`src/rtl/keypad_pkg.sv`:
```
// Shared types, constants and helpers for the 4x4 keypad scanner.
package keypad_pkg;

  localparam int unsigned KP_W  = 4;
  localparam int unsigned DEB_W = 8;

  localparam logic [KP_W-1:0] ROW_IDLE  = 4'b1111;
  localparam logic [KP_W-1:0] ROW_FIRST = 4'b1110;

  localparam int unsigned SCAN_DIV_DEF     = 50000;
  localparam int unsigned DEBOUNCE_CNT_DEF = 8;

  typedef enum logic [1:0] {
    ST_SCAN,
    ST_DEBOUNCE,
    ST_PRESSED,
    ST_RELEASE
  } kp_state_e;

  // Index of the lowest 0 bit in an active-low 4-bit line group.
  function automatic logic [1:0] zero_idx(input logic [KP_W-1:0] v);
    logic [1:0] idx;
    idx = 2'd0;
    for (int i = KP_W - 1; i >= 0; i--) begin
      if (!v[i]) idx = 2'(i);
    end
    return idx;
  endfunction

  // True when exactly one line is pulled low.
  function automatic logic one_zero(input logic [KP_W-1:0] v);
    int unsigned n;
    n = 0;
    for (int i = 0; i < KP_W; i++) begin
      if (!v[i]) n++;
    end
    return n == 1;
  endfunction

endpackage

```
`src/rtl/scan_tick.sv`:
```
// Scan-rate prescaler: one-cycle tick every SCAN_DIV clocks.
module scan_tick
  import keypad_pkg::*;
#(
  parameter int unsigned SCAN_DIV = SCAN_DIV_DEF
) (
  input  logic clock,
  input  logic reset,
  output logic tick
);

  localparam int unsigned CW = $clog2(SCAN_DIV);
  localparam logic [CW-1:0] LAST     = CW'(SCAN_DIV - 1);
  localparam logic [CW-1:0] PRE_LAST = CW'(SCAN_DIV - 2);

  logic [CW-1:0] r_count;
  logic          r_tick;

  // tick is registered one count early so it is high exactly while count == LAST
  always_ff @(posedge clock or negedge reset) begin
    if (!reset) begin
      r_count <= '0;
      r_tick  <= 1'b0;
    end else begin
      r_count <= (r_count == LAST) ? '0 : r_count + CW'(1);
      r_tick  <= (r_count == PRE_LAST);
    end
  end

  assign tick = r_tick;

endmodule

```
`src/rtl/keypad_scan_ctrl.sv`:
```
// 4x4 matrix keypad scanner: row drive, column sync, debounce FSM and key encoder.
module keypad_scan_ctrl
  import keypad_pkg::*;
#(
  parameter int unsigned SCAN_DIV     = SCAN_DIV_DEF,
  parameter int unsigned DEBOUNCE_CNT = DEBOUNCE_CNT_DEF
) (
  input  logic            clock,
  input  logic            reset,
  input  logic [KP_W-1:0] keyCol,
  output logic [KP_W-1:0] keyRow,
  output logic [KP_W-1:0] key_code,
  output logic            key_valid,
  output logic            key_held
);

  localparam logic [DEB_W-1:0] DEB_TGT = DEB_W'(DEBOUNCE_CNT);
  localparam bit               DEB_ONE = (DEBOUNCE_CNT <= 1);

  logic              w_tick;
  logic [KP_W-1:0]   r_sync1, r_sync2;
  kp_state_e         r_state, w_state_nxt;
  logic [KP_W-1:0]   r_row, w_row_nxt, w_row_rot;
  logic [KP_W-1:0]   r_col_latch, w_latch_nxt;
  logic [DEB_W-1:0]  r_deb_cnt, w_deb_nxt, w_deb_inc;
  logic [KP_W-1:0]   r_key_code, w_code_nxt;
  logic              r_key_valid, w_valid_nxt;
  logic              r_key_held, w_held_nxt;

  scan_tick #(.SCAN_DIV(SCAN_DIV)) u_scan_tick (
    .clock (clock),
    .reset (reset),
    .tick  (w_tick)
  );

  // Two-flop column synchronizer; idle lines read high.
  always_ff @(posedge clock or negedge reset) begin
    if (!reset) begin
      r_sync1 <= ROW_IDLE;
      r_sync2 <= ROW_IDLE;
    end else begin
      r_sync1 <= keyCol;
      r_sync2 <= r_sync1;
    end
  end

  always_ff @(posedge clock or negedge reset) begin
    if (!reset) begin
      r_state     <= ST_SCAN;
      r_row       <= ROW_FIRST;
      r_col_latch <= ROW_IDLE;
      r_deb_cnt   <= '0;
      r_key_code  <= '0;
      r_key_valid <= 1'b0;
      r_key_held  <= 1'b0;
    end else begin
      r_state     <= w_state_nxt;
      r_row       <= w_row_nxt;
      r_col_latch <= w_latch_nxt;
      r_deb_cnt   <= w_deb_nxt;
      r_key_code  <= w_code_nxt;
      r_key_valid <= w_valid_nxt;
      r_key_held  <= w_held_nxt;
    end
  end

  // Next-state logic; every transition is gated by the scan tick.
  always_comb begin
    w_state_nxt = r_state;
    w_row_nxt   = r_row;
    w_latch_nxt = r_col_latch;
    w_deb_nxt   = r_deb_cnt;
    w_code_nxt  = r_key_code;
    w_valid_nxt = 1'b0;
    w_row_rot   = {r_row[KP_W-2:0], r_row[KP_W-1]};
    w_deb_inc   = (r_deb_cnt == '1) ? r_deb_cnt : r_deb_cnt + DEB_W'(1);

    if (w_tick) begin
      unique case (r_state)
        ST_SCAN: begin
          if (one_zero(r_sync2)) begin
            w_latch_nxt = r_sync2;
            w_deb_nxt   = DEB_W'(1);
            if (DEB_ONE) begin
              w_state_nxt = ST_PRESSED;
              w_code_nxt  = {zero_idx(r_row), zero_idx(r_sync2)};
              w_valid_nxt = 1'b1;
            end else begin
              w_state_nxt = ST_DEBOUNCE;
            end
          end else begin
            w_row_nxt = w_row_rot;
          end
        end
        ST_DEBOUNCE: begin
          if (r_sync2 == r_col_latch) begin
            w_deb_nxt = w_deb_inc;
            if (w_deb_inc >= DEB_TGT) begin
              w_state_nxt = ST_PRESSED;
              w_code_nxt  = {zero_idx(r_row), zero_idx(r_col_latch)};
              w_valid_nxt = 1'b1;
            end
          end else begin
            w_state_nxt = ST_SCAN;
            w_row_nxt   = w_row_rot;
            w_deb_nxt   = '0;
          end
        end
        ST_PRESSED: begin
          if (r_sync2 == ROW_IDLE) begin
            if (DEB_ONE) begin
              w_state_nxt = ST_SCAN;
              w_row_nxt   = w_row_rot;
              w_deb_nxt   = '0;
            end else begin
              w_state_nxt = ST_RELEASE;
              w_deb_nxt   = DEB_W'(1);
            end
          end
        end
        ST_RELEASE: begin
          if (r_sync2 == ROW_IDLE) begin
            w_deb_nxt = w_deb_inc;
            if (w_deb_inc >= DEB_TGT) begin
              w_state_nxt = ST_SCAN;
              w_row_nxt   = w_row_rot;
              w_deb_nxt   = '0;
            end
          end else begin
            w_state_nxt = ST_PRESSED;
            w_deb_nxt   = '0;
          end
        end
        default: begin
          w_state_nxt = ST_SCAN;
          w_row_nxt   = ROW_FIRST;
          w_deb_nxt   = '0;
        end
      endcase
    end

    w_held_nxt = (w_state_nxt == ST_PRESSED) || (w_state_nxt == ST_RELEASE);
  end

  assign keyRow    = r_row;
  assign key_code  = r_key_code;
  assign key_valid = r_key_valid;
  assign key_held  = r_key_held;

endmodule

```
`config.mk`:
```
export PLATFORM = sky130hd
export DESIGN_NAME = keypad_scan_ctrl
export DESIGN_NICKNAME = d
export VERILOG_FILES = /design/src/rtl/keypad_pkg.sv /design/src/rtl/scan_tick.sv /design/src/rtl/keypad_scan_ctrl.sv
export SDC_FILE = /design/constraint.sdc
export NUM_CORES = 1
export LEC_CHECK = 0
export CAP_MARGIN = 25
export CELL_PAD_IN_SITES_DETAIL_PLACEMENT = 1
export CELL_PAD_IN_SITES_GLOBAL_PLACEMENT = 2
export CORE_ASPECT_RATIO = 1.75
export CORE_MARGIN = 3
export CORE_UTILIZATION = 40
export DETAILED_ROUTE_END_ITERATION = 8
export GPL_TIMING_DRIVEN = 0
export PLACE_DENSITY = 0.9
export SYNTH_ARGS = -nofsm -noshare
export SYNTH_HDL_FRONTEND = slang
export SYNTH_SLANG_ARGS = --single-unit
```
`constraint.sdc`:
```
create_clock -name clock -period 3.2 [get_ports clock]
set_input_delay 0.64 -clock clock [delete_from_list [all_inputs] [get_ports clock]]
set_output_delay 0.64 -clock clock [all_outputs]
set_load 0.02 [all_outputs]
```
Word level (Yosys, flattened, before mapping) --
Cells that the tools add are included.
Word-level totals: register bits 49, bits of input ports 6, output and inout bits 10, logic and storage cells 86
Cells by class: add/subtract/negate cells 5, magnitude comparators 1, equal/unequal tests 17, muxes and demuxes 45, reduce and logical (&&, ||, !) cells 7
Operators with widths (number):
- $mux 32 | 11
- $add 32x1->32 const B | 3
- $mux 8 | 6
- $eq 16x16->1 const B | 2
- $eq 32x1->1 const B | 1
- $pmux 8 s4 | 1
- $mux 2 | 15
- $add 16x1->16 const B | 1
- $mux 16 | 1
- $mux 4 | 4
- $ne 2x2->1 const B | 6
- $pmux 4 s3 | 1
- $add 8x1->8 const B | 1
- $eq 2x2->1 const B | 4
- $eq 8x8->1 const B | 1
- $ge 8x4->1 const B | 1
- $pmux 2 s4 | 1
- $reduce_and 3->1 | 2
- $reduce_and 6->1 | 1
- $mux 1 | 5
- $eq 4x4->1 | 1
- $eq 4x4->1 const B | 1
- $reduce_and 4->1 | 1
- $reduce_bool 3->1 | 1
- 3 further kinds | 3

Longest topological paths before layout --
depth in word-level cells 21, gate-level depth with buffers 10, mapped depth without buffers 10

Hierarchy --
From an unflattened synthesis, not the netlist that was laid out.
Unflattened totals: cells, all modules 232, area total of the unflattened synthesis 2541.2 um^2
By module, submodules not included:
- keypad_scan_ctrl | instances 1, cells each 156, area each 1720.4 um^2, sequential area each 819.5 um^2
- scan_tick | instances 1, cells each 76, area each 820.8 um^2, sequential area each 425.4 um^2

Worst setup path after synthesis --
No wires, ideal clock.
path kind flip-flop to flip-flop, start point reg r_sync2[0], end point reg r_row[0], in the netlist keyRow[0], setup time 0.125 ns, arrival 2.581 ns, data required time 3.075 ns, slack 0.494 ns, stages on the path, launching flop included 10, path buffers 0, period minus slack after synthesis 2.706 ns, cells stage by stage dfstp_2 -> inv_1 -> ha_1 -> xnor2_1 -> ha_1 -> or2_1 -> o211a_4 -> o311ai_4 -> a21oi_4 -> mux2_4
Between the ends: cells in the longest elaborated chain, start to end 18, elaborated cells between the ends (all ways) 22, those cells by class 3 x add/sub; 6 x eq/ne; 12 x mux; 1 x reduce/logical
Ends and longest elaborated chain:
- from (decl) | RTL line keypad_scan_ctrl.sv:21 | logic [KP_W-1:0] r_sync1, r_sync2;
- from (signal assigned) | RTL line keypad_scan_ctrl.sv:43 | r_sync2 <= r_sync1;
- $mux 1 | RTL line keypad_pkg.sv:35 | if (!v[i]) n++;
- $mux 32 | RTL line keypad_scan_ctrl.sv:79 | unique case (r_state)
- $mux 32 | RTL line keypad_scan_ctrl.sv:78 | if (w_tick) begin
- $add 32x1->32 | RTL line keypad_pkg.sv:35
- $mux 32 | RTL line keypad_pkg.sv:35
- $mux 32 | RTL line keypad_scan_ctrl.sv:79
- $mux 32 | RTL line keypad_scan_ctrl.sv:78
- $add 32x1->32 | RTL line keypad_pkg.sv:35
- (+2 left out)
- $mux 32 | RTL line keypad_scan_ctrl.sv:78
- $add 32x1->32 | RTL line keypad_pkg.sv:35
- $mux 32 | RTL line keypad_pkg.sv:35
- $mux 32 | RTL line keypad_scan_ctrl.sv:79
- $mux 32 | RTL line keypad_scan_ctrl.sv:78
- $eq 32x1->1 | RTL line keypad_pkg.sv:37 | return n == 1;
- $ne 2x2->1 (no source line)
- $reduce_and 6->1 (no source line) (*)
- to (signal assigned) | RTL line keypad_scan_ctrl.sv:58 | r_row <= w_row_nxt;
- to (decl) | RTL line keypad_scan_ctrl.sv:23 | logic [KP_W-1:0] r_row, w_row_nxt, w_row_rot;
Every way passes the cells marked *; elsewhere a longest branch is shown, timed or not. The select of a mux whose other input is x is not followed. A chain may end at the register's enable or synchronous reset.

Worst setup path after layout --
start point reg r_sync2[0], end point reg r_deb_cnt[7]
Between the ends: cells in the longest elaborated chain, start to end 18, elaborated cells between the ends (all ways) 24, those cells by class 3 x add/sub; 5 x eq/ne; 15 x mux; 1 x reduce/logical
Ends and longest elaborated chain:
- $mux 1 | RTL line keypad_pkg.sv:35
- $mux 32 | RTL line keypad_scan_ctrl.sv:79
- $mux 32 | RTL line keypad_scan_ctrl.sv:78
- $add 32x1->32 | RTL line keypad_pkg.sv:35
- $mux 32 | RTL line keypad_pkg.sv:35
- $mux 32 | RTL line keypad_scan_ctrl.sv:79
- $mux 32 | RTL line keypad_scan_ctrl.sv:78
- $add 32x1->32 | RTL line keypad_pkg.sv:35
- (+2 left out)
- $mux 32 | RTL line keypad_scan_ctrl.sv:78
- $add 32x1->32 | RTL line keypad_pkg.sv:35
- $mux 32 | RTL line keypad_pkg.sv:35
- $mux 32 | RTL line keypad_scan_ctrl.sv:79
- $mux 32 | RTL line keypad_scan_ctrl.sv:78
- $eq 32x1->1 | RTL line keypad_pkg.sv:37
- $ne 2x2->1 (no source line)
- $reduce_and 3->1 (no source line)
- to (signal assigned) | RTL line keypad_scan_ctrl.sv:60 | r_deb_cnt <= w_deb_nxt;
- to (decl) | RTL line keypad_scan_ctrl.sv:25 | logic [DEB_W-1:0] r_deb_cnt, w_deb_nxt, w_deb_inc;
Parallel ways exist; a longest one is shown, timed or not. The select of a mux whose other input is x is not followed.

==> flow_summary.rst <==
.. list-table::
   :header-rows: 1

   * - Metric
     - Value
   * - Run status
     - finished, final reports clean
   * - Pre-antenna DRT Iters
     - 4
   * - First-pass GRT wire length
     - 9720 µm
   * - Cell family with the largest share of critical-path delay
     - compound AO/OA/AOI/OAI gates
   * - VDD IR max
     - 0.321 mV
   * - Worst-case clock buffer depth
     - 2
   * - Post-synth cell types
     - 59
   * - Master of the slowest instance on the critical path
     - sky130_fd_sc_hd__dfstp_2
   * - Critical path class
     - reg2reg
   * - Series of cell instances along the critical path
     - inv_1, ha_1, xnor2_1, ha_1, or2_1, o211a_4, o311ai_2, o2bb2ai_1, a221oi_2
   * - CTS Root Cell
     - sky130_fd_sc_hd__clkbuf_8
   * - Routability Congestion
     - 0.766
   * - Number of enable-type register cells in the synthesized netlist
     - 0
   * - Worst hold margin
     - 0.304 ns
   * - Insertion delay to the later sink of the worst-skew pair
     - 0.31 ns
   * - Reported leakage power
     - 0.00123 µW
   * - Clock-pin slew of the registers on the worst-case setup and hold paths
     - 0.10 ns
   * - Met3 WL post-DR
     - 119 µm
   * - Class of the most critical hold timing path
     - in2async
   * - Net count of the mapped netlist
     - 239
   * - Number of global-route vias before repair
     - 2027
   * - Share of flip-flops with an asynchronous set or reset
     - 1.00
   * - Wire length the detailed router placed on met1
     - 2170 µm
   * - Power density over the cells
     - 396 nW/µm²
   * - Number of remaining DRC errors
     - 0
   * - Yosys reg bits
     - 49
   * - Chip height
     - 112 µm
   * - Share of final-layout standard cells stronger than drive strength 1
     - 0.235
   * - CP arrival
     - 3.13 ns
   * - Worst path required time
     - 3.39 ns
   * - Metal2 WL
     - 3220 µm
   * - Delay of the slowest cell on the worst path
     - 0.57 ns
   * - Cts hold-fix bufs
     - 0
   * - Post-synth top flop
     - sky130_fd_sc_hd__dfrtp_1
   * - CP Capture Type
     - register
   * - Synthesized area
     - 2550 µm²
   * - Slew at the pin closest to its max-slew limit
     - 0.558 ns
   * - Final period utilization
     - 0.917
   * - Layout Skew
     - 0.00638 ns
   * - Post-Synthesis Cells
     - 227
   * - Clock tree from TritonCTS
     - built
   * - Register area share after synthesis
     - 0.489
   * - Top achievable clock speed
     - 341 MHz
   * - Startpoint type of the worst setup path
     - register
   * - Clock tree sinks
     - 49
   * - Drt first-iter violations
     - 82
   * - Layout overhead on the synthesized area
     - 14.7%
   * - Number of clock buffers inserted by TritonCTS
     - 5
   * - Overflow left after global routing
     - 0
   * - Avg WL per Cell
     - 17.1 µm
   * - Port-buffer cells
     - 15
   * - Routed Wire Length
     - 5610 µm
   * - Total number of vias
     - 1803
   * - Final instance area
     - 2920 µm²
   * - Final sum of negative setup slack
     - 0 ns
   * - Layout Utilization
     - 0.485
   * - Maximum number of pins on one net before global-route repair
     - 27
   * - CORE AREA
     - 6020 µm²
   * - PostCTS Resize Cnt
     - 0
   * - Total power draw
     - 1160 µW
   * - Slew margin rel.
     - 0.628
   * - Min cycle time layout
     - 2.94 ns
   * - I/O pin cnt
     - 16
   * - Max-capacitance violation count
     - 0
   * - Total placed instance area
     - 2810 µm²
   * - Die X
     - 66.3 µm
   * - Unrepaired setup endpoints after global routing
     - false
   * - Avg Inst Size Synth
     - 11.2 µm²
   * - Floorplan die area
     - 7400 µm²
   * - Worst-path maximum fanout
     - 5
   * - CP bufs+invs
     - 1
   * - Setup-failing EPs final
     - 0
   * - Nets
     - 262
   * - Top Layer Used
     - met4
   * - Total inserted antenna cells
     - 0
   * - Number of rows created at floorplan
     - 37
   * - Depth of the CTS H-tree
     - 2
   * - Buffers inserted during post-CTS setup optimization
     - 0
   * - Total routing resource utilization after global routing
     - 0.169
   * - Number of routed nets with antenna violations
     - 0
   * - Average vias per placed instance
     - 5.48
   * - Max-slew violation count
     - 0
   * - Final Hold Fails
     - 0
   * - Placed wire-length estimate
     - 4190 µm
   * - Most Frequent Cell on Critical Path
     - sky130_fd_sc_hd__ha_1
   * - Initial antenna violation count
     - 0
   * - Warnings, synthesis
     - 0
   * - Initial core utilization
     - 0.423
   * - Count of filler cells inserted in the layout
     - 676
flip-flops by register name, indices dropped and copies added (netlist names):
signal / count
r_deb_cnt: 8
r_state: 2
key_code: 4
r_sync2: 4
u_scan_tick.tick: 1
key_valid: 1
u_scan_tick.r_count: 16
r_sync1: 4
r_col_latch: 4
key_held: 1
keyRow: 4
area by class of cell:
cell class | count | area [µm²] | share of cell area
plain buffers | 5 | 31.3 | 0.0107
clock buffers | 6 | 72.6 | 0.0248
clock inverters | 2 | 38.8 | 0.0133
inverters | 12 | 45.0 | 0.0154
multi-input cells | 161 | 1230 | 0.420
flip-flops and latches | 49 | 1240 | 0.426
well taps | 78 | 97.6 | 0.0334
repair buffers | 16 | 165 | 0.0565
path summary, 6_finish.rpt:
kind	cells after the start	from	slack (ns)	to
worst min-delay path	1	reset	0.30	r_deb_cnt[1]
worst max-delay path	9	r_sync2[0]	0.26	r_deb_cnt[7]
min in group clock	0	r_sync1[0]	0.36	r_sync2[0]
worst min register to register	0	r_sync1[0]	0.36	r_sync2[0]
worst max register to register	9	r_sync2[0]	0.26	r_deb_cnt[7]
max in group asynchronous	2	reset	2.29	keyRow[1]
layer usage:
layer  up-vias  GRT usage
met5         -          0
met4         0     0.0787
met3         8     0.0242
met2        21      0.313
met1       913      0.179
li1        861          -
Yosys cell counts (2+ instances only):
cell type	n	area (µm²)
sky130_fd_sc_hd__xor2_1	9	78.8
sky130_fd_sc_hd__dfstp_2	15	394
sky130_fd_sc_hd__nor2_1	15	56.3
sky130_fd_sc_hd__mux2_2	7	78.8
sky130_fd_sc_hd__nand3_1	12	60.1
sky130_fd_sc_hd__xnor2_1	7	61.3
sky130_fd_sc_hd__o21ai_0	5	25.0
sky130_fd_sc_hd__nor3_4	2	32.5
sky130_fd_sc_hd__inv_1	11	41.3
sky130_fd_sc_hd__o211ai_1	2	15.0
sky130_fd_sc_hd__ha_1	6	75.1
sky130_fd_sc_hd__a221oi_2	2	30.0
sky130_fd_sc_hd__dfrtp_1	34	851
sky130_fd_sc_hd__nand4b_1	2	17.5
sky130_fd_sc_hd__and4_1	2	17.5
sky130_fd_sc_hd__a31oi_1	8	50.1
sky130_fd_sc_hd__nand2_1	16	60.1
sky130_fd_sc_hd__mux2_4	4	60.1
sky130_fd_sc_hd__nand4_1	3	18.8
sky130_fd_sc_hd__nand3b_1	2	15.0
sky130_fd_sc_hd__nor3_1	5	25.0
sky130_fd_sc_hd__a21oi_1	11	55.1
sky130_fd_sc_hd__buf_2	4	20.0
sky130_fd_sc_hd__o21ai_1	2	10.0
sky130_fd_sc_hd__a21boi_0	2	15.0
sky130_fd_sc_hd__a21oi_4	2	32.5
sky130_fd_sc_hd__nand2b_1	3	18.8
sky130_fd_sc_hd__and3_1	3	18.8
placed cells by master, fill, tap and decap left out, types with 7 or more instances in the layout:
cell type,count
sky130_fd_sc_hd__dfrtp_1,34
sky130_fd_sc_hd__nand2_1,16
sky130_fd_sc_hd__nor2_1,15
sky130_fd_sc_hd__dfstp_2,15
sky130_fd_sc_hd__clkdlybuf4s50_1,14
sky130_fd_sc_hd__nand3_1,12
sky130_fd_sc_hd__a21oi_1,11
sky130_fd_sc_hd__inv_1,11
sky130_fd_sc_hd__xor2_1,9
sky130_fd_sc_hd__a31oi_1,8
sky130_fd_sc_hd__xnor2_1,7
sky130_fd_sc_hd__mux2_2,7
worst reg2reg max path: cells and delay by family, from the launching register on:
| kind | cells | cell delay [ns] |
|---|---|---|
| fa+ha+maj | 2 | 0.62 |
| compound gates | 4 | 1.07 |
| flops | 1 | 0.57 |
| buf+inv | 1 | 0.06 |
| xor+xnor | 1 | 0.26 |
| simple gates | 1 | 0.25 |
cells by family after synthesis:
kind of cell | after synthesis | synth area share
AO/OA/AOI/OAI | 49 | 0.157
AND/OR/NAND/NOR | 77 | 0.174
flip-flops | 49 | 0.489
adder cells (fa/ha/maj) | 6 | 0.0295
XOR/XNOR | 17 | 0.0614
buffers and inverters | 17 | 0.0300
multiplexers | 12 | 0.0589
per-stage QoR:
stage          setup slack [ns]  std cells
2_1_floorplan             0.494        227
3_3_place_gp              0.102        320
3_5_place_dp              0.257        321
4_1_cts                   0.224        329
5_1_grt                   0.129        329
6_report                  0.264        329
power breakdown:
group,internal (µW),leakage [µW],switching (µW)
Combinational,26.8,0.000557,38.7
Clock,235,0.0000554,224
Sequential,629,0.000617,4.23
Note: power is estimated with default switching activity, not from simulation.
